**src/rtl/squeeze_stream_if.sv**
```systemverilog
// Squeeze-stage bundle: control from the host, state/permutation handshake
// with the Keccak core, and the valid/ready digest output stream.
//   start, out_len      host -> squeeze : begin squeeze, digest length in bytes
//   state_out           core -> squeeze : 1600-bit state, byte j at [8j+7:8j]
//   perm_done/perm_req  core <-> squeeze: permutation finished / request another
//   out_data/keep/last  squeeze -> sink : output word, MSB-first byte mask, last flag
//   out_valid/out_ready squeeze <-> sink: stream handshake
//   busy, done          squeeze -> host : activity flag, completion pulse
interface squeeze_stream_if #(
    parameter int OUT_W = 64,
    parameter int LEN_W = 16
);
    logic                 start;
    logic [LEN_W-1:0]     out_len;
    logic [1599:0]        state_out;
    logic                 perm_done;
    logic                 perm_req;
    logic [OUT_W-1:0]     out_data;
    logic [OUT_W/8-1:0]   out_keep;
    logic                 out_valid;
    logic                 out_ready;
    logic                 out_last;
    logic                 busy;
    logic                 done;

    // Squeeze stage side
    modport master (
        input  start, out_len, state_out, perm_done, out_ready,
        output perm_req, out_data, out_keep, out_valid, out_last, busy, done
    );

    // Host / core / sink side
    modport slave (
        output start, out_len, state_out, perm_done, out_ready,
        input  perm_req, out_data, out_keep, out_valid, out_last, busy, done
    );
endinterface

```
**src/rtl/squeeze_stream.sv**
```systemverilog
// Keccak squeeze stage. Streams an out_len-byte digest from the rate part of
// the permutation state as OUT_W-bit words, requesting further permutations
// when the digest is longer than one rate block.
// Ports:
//   clk    rising-edge clock
//   rst_n  asynchronous active-low reset
//   s      squeeze_stream_if.master (start/out_len, state_out, perm_done/perm_req,
//          out_data/out_keep/out_valid/out_ready/out_last, busy, done)
module squeeze_stream #(
    parameter int RATE_BITS = 1088,
    parameter int OUT_W     = 64,
    parameter int LEN_W     = 16
) (
    input  logic             clk,
    input  logic             rst_n,
    squeeze_stream_if.master s
);
    localparam int B     = OUT_W / 8;
    localparam int WORDS = RATE_BITS / OUT_W;
    localparam int WP_W  = (WORDS > 1) ? $clog2(WORDS) : 1;

    typedef enum logic [1:0] {IDLE, EMIT, PERM_WAIT, FINISH} state_t;

    state_t                st;
    logic [RATE_BITS-1:0]  buf_q;
    logic [LEN_W-1:0]      rem;
    logic [WP_W-1:0]       wp;
    logic                  perm_req_q;
    logic [OUT_W-1:0]      out_data_q;
    logic [B-1:0]          out_keep_q;
    logic                  out_valid_q;
    logic                  out_last_q;
    logic                  busy_q;
    logic                  done_q;

    logic [LEN_W-1:0]      rem_next;
    logic [RATE_BITS-1:0]  buf_shift;
    logic                  unused_state_hi;

    // State bytes above the rate never leave this block.
    assign unused_state_hi = ^s.state_out[1599:RATE_BITS];

    // Byte k of the raw slice goes to the k-th byte from the top; bytes past
    // the remaining length are forced to zero.
    function automatic logic [OUT_W-1:0] pack_word(input logic [OUT_W-1:0] raw,
                                                   input logic [LEN_W-1:0] n);
        pack_word = '0;
        for (int k = 0; k < B; k++) begin
            if (LEN_W'(k) < n)
                pack_word[OUT_W-1-8*k -: 8] = raw[8*k +: 8];
        end
    endfunction

    function automatic logic [B-1:0] keep_mask(input logic [LEN_W-1:0] n);
        keep_mask = '0;
        for (int k = 0; k < B; k++) begin
            if (LEN_W'(k) < n)
                keep_mask[B-1-k] = 1'b1;
        end
    endfunction

    // The buffer is consumed from its low end, so the next word is always in
    // the bottom OUT_W bits after a shift; wp only tracks rate exhaustion.
    always_comb begin
        rem_next  = (rem <= LEN_W'(B)) ? '0 : rem - LEN_W'(B);
        buf_shift = buf_q >> OUT_W;
    end

    always_ff @(posedge clk or negedge rst_n) begin
        if (!rst_n) begin
            st          <= IDLE;
            buf_q       <= '0;
            rem         <= '0;
            wp          <= '0;
            perm_req_q  <= 1'b0;
            out_data_q  <= '0;
            out_keep_q  <= '0;
            out_valid_q <= 1'b0;
            out_last_q  <= 1'b0;
            busy_q      <= 1'b0;
            done_q      <= 1'b0;
        end else begin
            done_q     <= 1'b0;
            perm_req_q <= 1'b0;
            case (st)
                IDLE: begin
                    if (s.start) begin
                        rem    <= s.out_len;
                        buf_q  <= s.state_out[RATE_BITS-1:0];
                        wp     <= '0;
                        busy_q <= 1'b1;
                        if (s.out_len == '0) begin
                            st <= FINISH;
                        end else begin
                            st          <= EMIT;
                            out_valid_q <= 1'b1;
                            out_data_q  <= pack_word(s.state_out[OUT_W-1:0], s.out_len);
                            out_keep_q  <= keep_mask(s.out_len);
                            out_last_q  <= (s.out_len <= LEN_W'(B));
                        end
                    end
                end
                EMIT: begin
                    if (s.out_ready) begin
                        rem   <= rem_next;
                        buf_q <= buf_shift;
                        wp    <= wp + WP_W'(1);
                        if (rem_next == '0 || wp == WP_W'(WORDS - 1)) begin
                            out_valid_q <= 1'b0;
                            out_data_q  <= '0;
                            out_keep_q  <= '0;
                            out_last_q  <= 1'b0;
                            if (rem_next == '0) begin
                                st <= FINISH;
                            end else begin
                                st         <= PERM_WAIT;
                                perm_req_q <= 1'b1;
                            end
                        end else begin
                            out_data_q <= pack_word(buf_shift[OUT_W-1:0], rem_next);
                            out_keep_q <= keep_mask(rem_next);
                            out_last_q <= (rem_next <= LEN_W'(B));
                        end
                    end
                end
                PERM_WAIT: begin
                    if (s.perm_done) begin
                        buf_q       <= s.state_out[RATE_BITS-1:0];
                        wp          <= '0;
                        st          <= EMIT;
                        out_valid_q <= 1'b1;
                        out_data_q  <= pack_word(s.state_out[OUT_W-1:0], rem);
                        out_keep_q  <= keep_mask(rem);
                        out_last_q  <= (rem <= LEN_W'(B));
                    end
                end
                FINISH: begin
                    // done rises together with the return to IDLE
                    done_q <= 1'b1;
                    busy_q <= 1'b0;
                    st     <= IDLE;
                end
                default: st <= IDLE;
            endcase
        end
    end

    assign s.perm_req  = perm_req_q;
    assign s.out_data  = out_data_q;
    assign s.out_keep  = out_keep_q;
    assign s.out_valid = out_valid_q;
    assign s.out_last  = out_last_q;
    assign s.busy      = busy_q;
    assign s.done      = done_q;
endmodule

```
**src/flat_wrapper.sv**
```systemverilog
// flat-port wrapper written by rule: the top's interface ports become plain ports
module squeeze_stream_flat 
#(
    parameter int RATE_BITS = 1088,
    parameter int OUT_W     = 64,
    parameter int LEN_W     = 16
)
  (clk, rst_n, s_start, s_out_len, s_state_out, s_perm_done, s_out_ready, s_perm_req, s_out_data, s_out_keep, s_out_valid, s_out_last, s_busy, s_done);
  squeeze_stream_if #(.OUT_W(OUT_W), .LEN_W(LEN_W)) s_i ();
  input  logic clk;
  input  logic rst_n;
  input wire logic [$bits(s_i.start)-1:0] s_start;
  input wire logic [$bits(s_i.out_len)-1:0] s_out_len;
  input wire logic [$bits(s_i.state_out)-1:0] s_state_out;
  input wire logic [$bits(s_i.perm_done)-1:0] s_perm_done;
  input wire logic [$bits(s_i.out_ready)-1:0] s_out_ready;
  output wire logic [$bits(s_i.perm_req)-1:0] s_perm_req;
  output wire logic [$bits(s_i.out_data)-1:0] s_out_data;
  output wire logic [$bits(s_i.out_keep)-1:0] s_out_keep;
  output wire logic [$bits(s_i.out_valid)-1:0] s_out_valid;
  output wire logic [$bits(s_i.out_last)-1:0] s_out_last;
  output wire logic [$bits(s_i.busy)-1:0] s_busy;
  output wire logic [$bits(s_i.done)-1:0] s_done;
  assign s_i.start = s_start;
  assign s_i.out_len = s_out_len;
  assign s_i.state_out = s_state_out;
  assign s_i.perm_done = s_perm_done;
  assign s_i.out_ready = s_out_ready;
  assign s_perm_req = s_i.perm_req;
  assign s_out_data = s_i.out_data;
  assign s_out_keep = s_i.out_keep;
  assign s_out_valid = s_i.out_valid;
  assign s_out_last = s_i.out_last;
  assign s_busy = s_i.busy;
  assign s_done = s_i.done;
  squeeze_stream #(.RATE_BITS(RATE_BITS), .OUT_W(OUT_W), .LEN_W(LEN_W)) u_core (.clk(clk), .rst_n(rst_n), .s(s_i));
endmodule
```
**config.mk**
```make
export PLATFORM = sky130hd
export DESIGN_NAME = squeeze_stream_flat
export DESIGN_NICKNAME = d
export VERILOG_FILES = /design/src/rtl/squeeze_stream_if.sv /design/src/rtl/squeeze_stream.sv /design/src/flat_wrapper.sv
export SDC_FILE = /design/constraint.sdc
export NUM_CORES = 2
export LEC_CHECK = 0
export ABC_AREA = 1
export ABC_CLOCK_PERIOD_IN_PS = 3450
export BUFFER_PORTS_ARGS = -buffer_cell sky130_fd_sc_hd__buf_4
export CAP_MARGIN = 20
export CORE_AREA = 2 2 653 655
export DETAILED_ROUTE_END_ITERATION = 16
export DIE_AREA = 0 0 655 657
export PLACE_DENSITY = 0.3
export SETUP_SLACK_MARGIN = 0.3
export SLEW_MARGIN = 10
export SYNTH_ARGS = -nofsm -noshare
export SYNTH_HDL_FRONTEND = slang
export SYNTH_SLANG_ARGS = --single-unit
```
**constraint.sdc**
```tcl
create_clock -name clk -period 3.45 [get_ports clk]
set_clock_uncertainty 0.2 [all_clocks]
set_input_delay 0.345 -clock clk [delete_from_list [all_inputs] [get_ports clk]]
set_output_delay 0.345 -clock clk [all_outputs]
set_load 0.05 [all_outputs]
```
==> results.yml <==
worst_setup_path:
  timing.critical_path.to_type: "flip-flop"
  cp_data_required_time_ns: 3.98
  timing.setup.critical_path_class: "reg2reg"
  number_of_buffer_and_inverter_instances_along_the_worst_setup_path: 6
  cp_slowest_stage_delay_ns: 0.39
  critPathSlowestCell: "dfrtp_1"
  crit_cells: 12
  worst-r2r-cell-count: 12
  cp_max_fo: 31
  path_delay_family: "buffers and inverters"
  timing.critical_path.arrival_ns: 3.51
  reg2reg_slack_ns: 0.47
  start_kind: "flip-flop"
  crit_path_cell_trace: "inv_1 -> ha_4 -> inv_16 -> nor2_1 -> nor3_2 -> nand2_4 -> buf_12 -> buf_12 -> buf_4 -> nor3_1 -> buf_4 -> nor2_1"
clock_tree:
  cts_buffers: 159
  cts.sink_count: 1124
  clock_insertion_delay_worst_skew_ns: 0.89
  cts.reportedPaths.clkPinSlew_ns: 0.06
  clock_tree.root_cell: "clkbuf_16"
  cts_max_level: 4
  cts_buffer_depth: 4
  tritoncts: "done"
pwr:
  max-vdd-ir-drop_uv: 842
  p_leak_nw: 33.7
  power.density_mw_per_mm2: 1010
drt:
  drcViolationCount: 0
  vias: 54000
  first_iter_violations: 3412
  route.antenna.remaining_nets: 0
  routedWlPerCell_um: 25.7
  detail_route.wirelength_um: 353000
  route.detailed.vias_per_inst: 3.93
  first_pass_iters: 6
cells_and_area:
  layout-drive-gt1-share_pct: 22.2
  numnets_final: 9454
  flow.area_growth_from_synthesis_pct: 71.6
  stdcell_area_mm2: 0.0841
  count_of_placed_standard_cells_in_the_final_layout_fillers_left_out: 13700
  fillcell_total: 47300
timing:
  layout_setup_ws_ns: 0.470
  rsz0062_at_grt: "yes"
  max_slew.worst_pin.slew_ns: 1.11
  report.final.setup_viol: 0
  maxSlewHeadroom_pct: 25.8
  hold_slack_ns: 0.0911
  hold_viol: 0
  achievable-frequency_mhz: 336
  post-route-min-period_ns: 2.98
  drv_slew: 0
  period_share_pct: 86.4
yosys:
  number_of_synthesis_warnings: 0
  flip_flop_and_latch_count_after_synthesis: 1124
  post_synth_num_cell_types: 43
  postSynthCellCount: 5448
  synth_net_count: 7077
  synth_seq_area_share_pct: 57.4
  average_cell_area_after_synthesis_um2: 9.00
  synth_area_mm2: 0.0490
worst_hold_path:
  timing.hold.worst_path_depth: 4
  hp-class: "in2reg"
grt:
  grt_first_pass_wirelength_um: 474000
  grt_max_degree: 149
  grt_most_used_layer: "met2"
  grt_pass1_vias: 55600
  grt_util_met2_pct: 26.2
  grt_overflow: 0
  met3_usage_grt_pct: 3.38
  antenna_violations_before_repair: 257
  track_usage_pct: 15.7
  groute.layer.met1.usage_pct: 20.1
floorplanning:
  fp-row-count: 239
  fp.dieArea_mm2: 0.430
  die_height_um: 657
  die_width_um: 655
  floorplan.io_pins: 1698
  core_area_mm2: 0.423
  floorplan.initialDensity_pct: 11.6
placement:
  placement.cell_area_mm2: 0.0658
  gp_routability_congestion: 0.879
  numPortBuffers: 1185
  hpwl_um: 272000
  detailedPlace.worstSlack_ns: 0.0982
  placedCellCount: 12100
job:
  number_of_max_cap_violations: 0
run_status:
  run_status: "finished clean"
flip-flops by register name (all words and copies together) (netlist names), 2 cells and up:
| signal | count |
|---|---|
| u_core.s.out_data | 64 |
| u_core.buf_q | 1024 |
| u_core.rem | 16 |
| u_core.wp | 5 |
| u_core.s.out_keep | 8 |
| u_core.st | 2 |
per-layer routing:
layer / share of wire (%) / wire length, um
met1: 43 / 152000
met2: 47 / 165000
met3: 6.2 / 22000
met4: 3.5 / 12500
met5: 0.20 / 696
cell type report:
type	count	area [um2]	area share, %
repair buffers	2692	24200	28.8
inverters	141	576	0.684
multi-input cells	3705	18500	22.0
clock inverters	32	517	0.614
clock buffers	243	4730	5.62
repair inverters	2	17.5	0.0208
flip-flops and latches	1124	28100	33.4
well taps	5663	7090	8.42
diodes	135	338	0.402
worst paths after layout:
check,startpoint,endpoint
max,u_core.st[1]$_DFFE_PN0P_,u_core.buf_q[205]$_DFFE_PN0P_
min,s_state_out[581],u_core.buf_q[581]$_DFFE_PN0P_
max reg2reg,u_core.st[1]$_DFFE_PN0P_,u_core.buf_q[205]$_DFFE_PN0P_
min reg2reg,u_core.buf_q[248]$_DFFE_PN0P_,u_core.buf_q[184]$_DFFE_PN0P_
max in group asynchronous,rst_n,u_core.buf_q[114]$_DFFE_PN0P_
min in group asynchronous,rst_n,u_core.buf_q[569]$_DFFE_PN0P_
synth_stat cells (all sizes together):
master,instances,area share [%]
nor4,3,0.038
nand4,53,0.69
and3,1,0.013
nor2,1035,8.0
a22oi,2,0.031
dfrtp,1124,57
nor3,901,9.2
clkbuf,311,2.4
xor2,2,0.036
a41oi,1,0.018
a211oi,1,0.015
inv,138,1.1
a32o,1,0.020
o22ai,961,12
nand2,351,2.8
a31oi,2,0.026
a21oi,190,1.9
o311ai,1,0.018
clkinv,3,0.023
a2111oi,1,0.018
buf,169,1.7
o21ai,126,1.3
o211ai,10,0.16
ha,8,0.20
nand3,52,0.57
o31ai,1,0.015
power by group:
| part | switching (mW) | internal (mW) | leakage (nW) |
|---|---|---|---|
| clock | 7.02 | 10.2 | 2.56 |
| sequential | 6.67 | 20.2 | 12.6 |
| combinational | 27.0 | 14.0 | 18.6 |
placed cells by master (no fill, tap or decap), types with 112 or more instances in the layout:
cell / instances
a21oi_1: 188
buf_4: 1394
clkbuf_16: 162
dfrtp_1: 1122
diode_2: 135
dlygate4sd3_1: 1221
inv_1: 129
nand2_1: 338
nor2_1: 1021
nor3_1: 895
o21ai_0: 112
o22ai_1: 961
worst reg2reg max path, stage by stage (launching register included):
cell	delay, ns
dfrtp_1	0.39
inv_1	0.13
ha_4	0.22
inv_16	0.14
nor2_1	0.10
nor3_2	0.27
nand2_4	0.19
buf_12	0.22
buf_12	0.23
buf_4	0.29
nor3_1	0.22
buf_4	0.22
nor2_1	0.07
per-stage QoR:
step	TNS [ns]	util (%)	power (mW)
CTS	0	19.7	85.9
floorplan	0	-	47.7
detailed placement	0	15.6	66.4
global placement	-0.115	15.6	66.0
global route	0	19.9	90.9
finish	0	19.9	85.0
timing repair:
item / CTS / global route
resized for setup: 19 / 25
endpoints found under the setup margin: 309 / 480
pin swaps: 1 / 9
gates cloned: 2 / 4
hold buffers: 1222 / 0
setup buffers: 2 / 21
endpoints found under the hold margin: 1876 / 0
cells by family after synthesis:
family          count (synthesis)  share of synthesized area, %
simple gates                 2396                          21.3
compound gates               1297                          15.8
flops                        1124                          57.4
buf+inv                       621                          5.21
fa+ha+maj                       8                         0.204
xor+xnor                        2                        0.0357
(Power assumes the default switching activity.)
